<file path="src/rtl/ring_domain_queue.sv">
// Domain-labelled normal queue fronting a ring-router input port.
// Control owns head/tail/count; messages live in a 1R/1W register file.

module ring_domain_queue_rf #(
  parameter int unsigned p_data_nbits  = 8,
  parameter int unsigned p_num_entries = 4,
  parameter int unsigned p_addr_nbits  = $clog2(p_num_entries)
)(
  input  logic                    clk,
  input  logic [p_addr_nbits-1:0] read_addr,
  output logic [p_data_nbits-1:0] read_data,
  input  logic                    write_en,
  input  logic [p_addr_nbits-1:0] write_addr,
  input  logic [p_data_nbits-1:0] write_data
);

  logic [p_data_nbits-1:0] r_mem [p_num_entries];

  always_ff @(posedge clk) begin
    if (write_en) r_mem[write_addr] <= write_data;
  end

  assign read_data = r_mem[read_addr];

endmodule

module ring_domain_queue #(
  parameter  int unsigned p_msg_nbits   = 8,
  parameter  int unsigned p_num_entries = 4,
  localparam int unsigned c_addr_nbits  = $clog2(p_num_entries)
)(
  input  logic                   clk,
  input  logic                   reset,
  input  logic                   domain,
  input  logic                   enq_val,
  output logic                   enq_rdy,
  input  logic [p_msg_nbits-1:0] enq_msg,
  output logic                   deq_val,
  input  logic                   deq_rdy,
  output logic [p_msg_nbits-1:0] deq_msg,
  output logic [c_addr_nbits:0]  num_free_entries
);

  localparam logic [c_addr_nbits:0]   c_num  = (c_addr_nbits+1)'(p_num_entries);
  localparam logic [c_addr_nbits-1:0] c_last = c_addr_nbits'(p_num_entries - 1);

  logic [c_addr_nbits-1:0] r_enq_ptr;
  logic [c_addr_nbits-1:0] r_deq_ptr;
  logic [c_addr_nbits:0]   r_count;
  logic                    r_domain;

  logic w_full;
  logic w_empty;
  logic w_flush;
  logic w_enq_fire;
  logic w_deq_fire;

  // Explicit wrap so non-power-of-two depths never touch addresses past the last entry.
  function automatic logic [c_addr_nbits-1:0] f_inc(input logic [c_addr_nbits-1:0] ptr);
    return (ptr == c_last) ? '0 : ptr + 1'b1;
  endfunction

  assign w_full     = (r_count == c_num);
  assign w_empty    = (r_count == '0);
  assign w_flush    = (domain != r_domain);

  assign enq_rdy    = reset & ~w_full  & ~w_flush;
  assign deq_val    = reset & ~w_empty & ~w_flush;
  assign w_enq_fire = enq_val & enq_rdy;
  assign w_deq_fire = deq_val & deq_rdy;

  assign num_free_entries = reset ? (c_num - r_count) : c_num;

  always_ff @(posedge clk) begin
    if (!reset || w_flush) begin
      r_enq_ptr <= '0;
      r_deq_ptr <= '0;
      r_count   <= '0;
      r_domain  <= domain;
    end else begin
      if (w_enq_fire) r_enq_ptr <= f_inc(r_enq_ptr);
      if (w_deq_fire) r_deq_ptr <= f_inc(r_deq_ptr);
      case ({w_enq_fire, w_deq_fire})
        2'b10:   r_count <= r_count + 1'b1;
        2'b01:   r_count <= r_count - 1'b1;
        default: r_count <= r_count;
      endcase
    end
  end

  ring_domain_queue_rf #(
    .p_data_nbits  (p_msg_nbits),
    .p_num_entries (p_num_entries),
    .p_addr_nbits  (c_addr_nbits)
  ) u_rf (
    .clk        (clk),
    .read_addr  (r_deq_ptr),
    .read_data  (deq_msg),
    .write_en   (w_enq_fire),
    .write_addr (r_enq_ptr),
    .write_data (enq_msg)
  );

endmodule
</file>
<file path="config.mk">
export PLATFORM = sky130hd
export DESIGN_NAME = ring_domain_queue
export DESIGN_NICKNAME = d
export VERILOG_FILES = /design/src/rtl/ring_domain_queue.sv
export SDC_FILE = /design/constraint.sdc
export NUM_CORES = 1
export LEC_CHECK = 0
export CORE_ASPECT_RATIO = 1.1
export CORE_MARGIN = 2
export CORE_UTILIZATION = 26
export DETAILED_ROUTE_END_ITERATION = 10
export DONT_BUFFER_PORTS = 1
export MAX_ROUTING_LAYER = met4
export SYNTH_ARGS = -nofsm -noshare
export SYNTH_HDL_FRONTEND = slang
export SYNTH_SLANG_ARGS = --single-unit
export TNS_END_PERCENT = 50
</file>
<file path="constraint.sdc">
create_clock -name clk -period 5.7 [get_ports clk]
set_input_delay 0.285 -clock clk [delete_from_list [all_inputs] [get_ports clk]]
set_output_delay 0.285 -clock clk [all_outputs]
set_load 0.005 [all_outputs]
</file>
==> metrics.md <==
| Metric | Value |
|---|---|
| Number of buffer cells added on primary ports | 0 |
| Biggest area consumer among synthesized cells | edfxtp_1 |
| Total nets after synthesis | 127 |
| Yosys Warn Count | 0 |
| Setup TNS | 0 ns |
| Type of destination of the critical path | flip-flop |
| Final core utilization | 29.61% |
| HPWL after detailed placement | 2178 um |
| Unique cell type count in the Yosys netlist | 22 |
| Unrepaired setup endpoints after global routing | false |
| Share of layout cells above drive strength 1 | 17.43% |
| Final setup violation count | 0 |
| Width of the die | 81.90 um |
| Die Outline Area | 0.007345 mm^2 |
| H-tree levels | 2 |
| Worst Skew | 0.005875 ns |
| Area growth from synthesis to final layout | 11.18% |
| CTS resizes | 0 |
| Vias per Instance | 4.408 |
| DRC violation total after the first TritonRoute iteration | 29 |
| Wire length of the first global-routing pass | 4698 um |
| Count of nets after finishing | 131 |
| Run status | complete, no violations |
| Type of origin of the critical path | flip-flop |
| Post CTS Setup Buffer Count | 0 |
| # DRC | 0 |
| Synthesized area divided by synthesized cell count | 16.69 um^2 |
| Clock Latency Late Sink | 0.29 ns |
| Hold Path Class | in -> reg |
| Top-level port count | 26 |
| Cells after Synth | 104 |
| Clock Sink Count | 42 |
| Commonest non-fill, non-tap cell in the layout | edfxtp_1 |
| Total wire length | 2963 um |
| Max Transition Viols Final | 0 |
| Antenna cell count | 0 |
| Routability Congestion | 0.6746 |
| Total core area | 0.006516 mm^2 |
| Synth top area cells | edfxtp_1 (57%), dfxtp_1 (10%), mux4_2 (10%) |
| Max-Cap Viols | 0 |
| Lkg Pwr | 0.6321 nW |
| Worst-margin pin slew | 0.5605 ns |
| Area share of the largest cell type after synthesis | 57.10% |
| First-pass iteration count of the detailed router | 4 |
| Fraction of the yosys area taken by sequential cells | 67.48% |
| Number of hold violations in the final report | 0 |
| Post-synthesis instance area | 0.001735 mm^2 |
| Worst Path Arrival | 2.95 ns |
| Die Span Y | 89.69 um |
| Combined global-route utilization of all metal layers | 9.204% |
| Maximum vdd ir drop | 127.9 uV |
| Vias in the first global route | 918 |
| Commonest cells after routing, fill and taps aside | edfxtp_1 (33), nor2_1 (11), ha_1 (9), dfxtp_1 (9), mux4_2 (8) |
| Number of synthesized register bits | 42 |
| CTS tree | yes |
| Rel. slew slack | 62.58% |
| Number of antenna violations at the first check in global routing | 0 |
| Post-detailed-route count of antenna-violating nets | 0 |
| Type of the setup path with the least slack | reg -> reg |
| Routed WL per cell | 15.51 um |
| GRT Residual Overflow | 0 |
| Min Clock Period, post-route | 2.716 ns |
| Worst EP required | 5.93 ns |
| Root buffer cell | clkbuf_8 |
| Number of placement rows | 31 |
| Effective utilization at floorplan | 26.63% |
| Number of buffers on the longest clock path | 2 |
| Share of the clock period used by the worst path | 47.65% |
| Clock edge transition at the registers on the reported setup and hold paths | 0.08 ns |
| Crit Path Max Fanout | 3 |
| Number of buffers inserted by hold repair at cts | 0 |
| Max Clk Rate | 0.3682 GHz |
| Num CTS Buffers | 5 |
| Pin count of the biggest net entering global routing | 15 |
| Power density over the cells | 307.1 mW/mm^2 |
| Vias | 842 |
==> report_power, final <==
group | internal (W) | switching (W) | leakage, nW
Clock | 0.000131 | 0.000102 | 0.0585
Combinational | 0.00000866 | 0.0000128 | 0.202
Sequential | 0.000336 | 0.00000271 | 0.372
==> sequential cells by signal (all words and copies together), names as in the netlist, named ones only <==
| signal | count |
|---|---|
| u_rf.r_mem | 32 |
| r_count | 3 |
| r_enq_ptr | 2 |
| r_domain | 1 |
| r_deq_ptr | 2 |
==> synth_stat cells <==
library cell,n
xnor2_1,1
dfxtp_1,9
nand2_1,2
mux4_2,8
nor2b_1,2
a21oi_2,1
xor2_1,2
inv_2,1
and2_1,2
clkbuf_2,2
ha_1,9
mux2i_1,4
fa_1,1
and3_1,5
or3_1,1
inv_1,6
nor2_1,11
a21oi_1,1
o21ai_0,1
edfxtp_1,33
and2_2,1
buf_6,1
==> through the flow <==
| step | cell area (um^2) | std cells | hold slack (ns) | setup slack (ns) | total power, W |
|---|---|---|---|---|---|
| floorplan | 1735 | 104 | 0.3839 | 3.263 | 0.0003621 |
| global placement | 1817 | 183 | 0.3841 | 3.184 | 0.0003655 |
| detailed placement | 1817 | 183 | 0.3841 | 2.990 | 0.0003675 |
| CTS | 1929 | 191 | 0.07284 | 2.967 | 0.0006007 |
| global route | 1929 | 191 | 0.06519 | 2.813 | 0.0006156 |
| finish | 1929 | 191 | 0.08572 | 2.984 | 0.0005925 |
==> final timing paths <==
path | start | endpoint | slack [ns] | cells after the start
max | r_count[0] | r_count[2] | 2.98 | 11
max reg2reg | r_count[0] | r_count[2] | 2.98 | 11
min reg2reg | r_count[1] | r_count[1] | 0.51 | 2
min | enq_msg[7] | u_rf.r_mem[2][7] | 0.09 | 0
==> cells by family (layout without fill, tap and decap cells) <==
logic type,count (synthesis),count (layout),share of synthesized area (%)
and+or+nand+nor,24,24,6.850
xor gates and xnor gates,3,3,1.514
muxes,12,12,12.69
buffers and inverters,10,15,2.739
adders and majority gates,10,10,7.643
AOI/OAI and AO/OA,3,3,1.081
DFF,42,42,67.48
==> routing by layer <==
layer	routed length, um	GRT usage (%)
met3	273	3.300
met5	0	-
met2	1568	16.33
met1	1084	9.226
met4	36	3.485
==> critical path: stages, from the launching register on <==
cell,delay [ns]
dfxtp_1,0.37
inv_1,0.09
ha_1,0.22
ha_1,0.20
nor2b_1,0.28
and3_1,0.22
ha_1,0.19
inv_1,0.07
fa_1,0.39
xor2_1,0.16
or3_1,0.33
a21oi_2,0.14
==> layout make-up <==
type | instances | area [um^2]
fill | 651 | 4587
multi-input combinational | 52 | 516.7
clock buffer | 5 | 68.82
tap | 82 | 102.6
clock inverter | 3 | 43.79
sequential | 42 | 1171
inverter | 7 | 26.28
(Power assumes the default switching activity.)
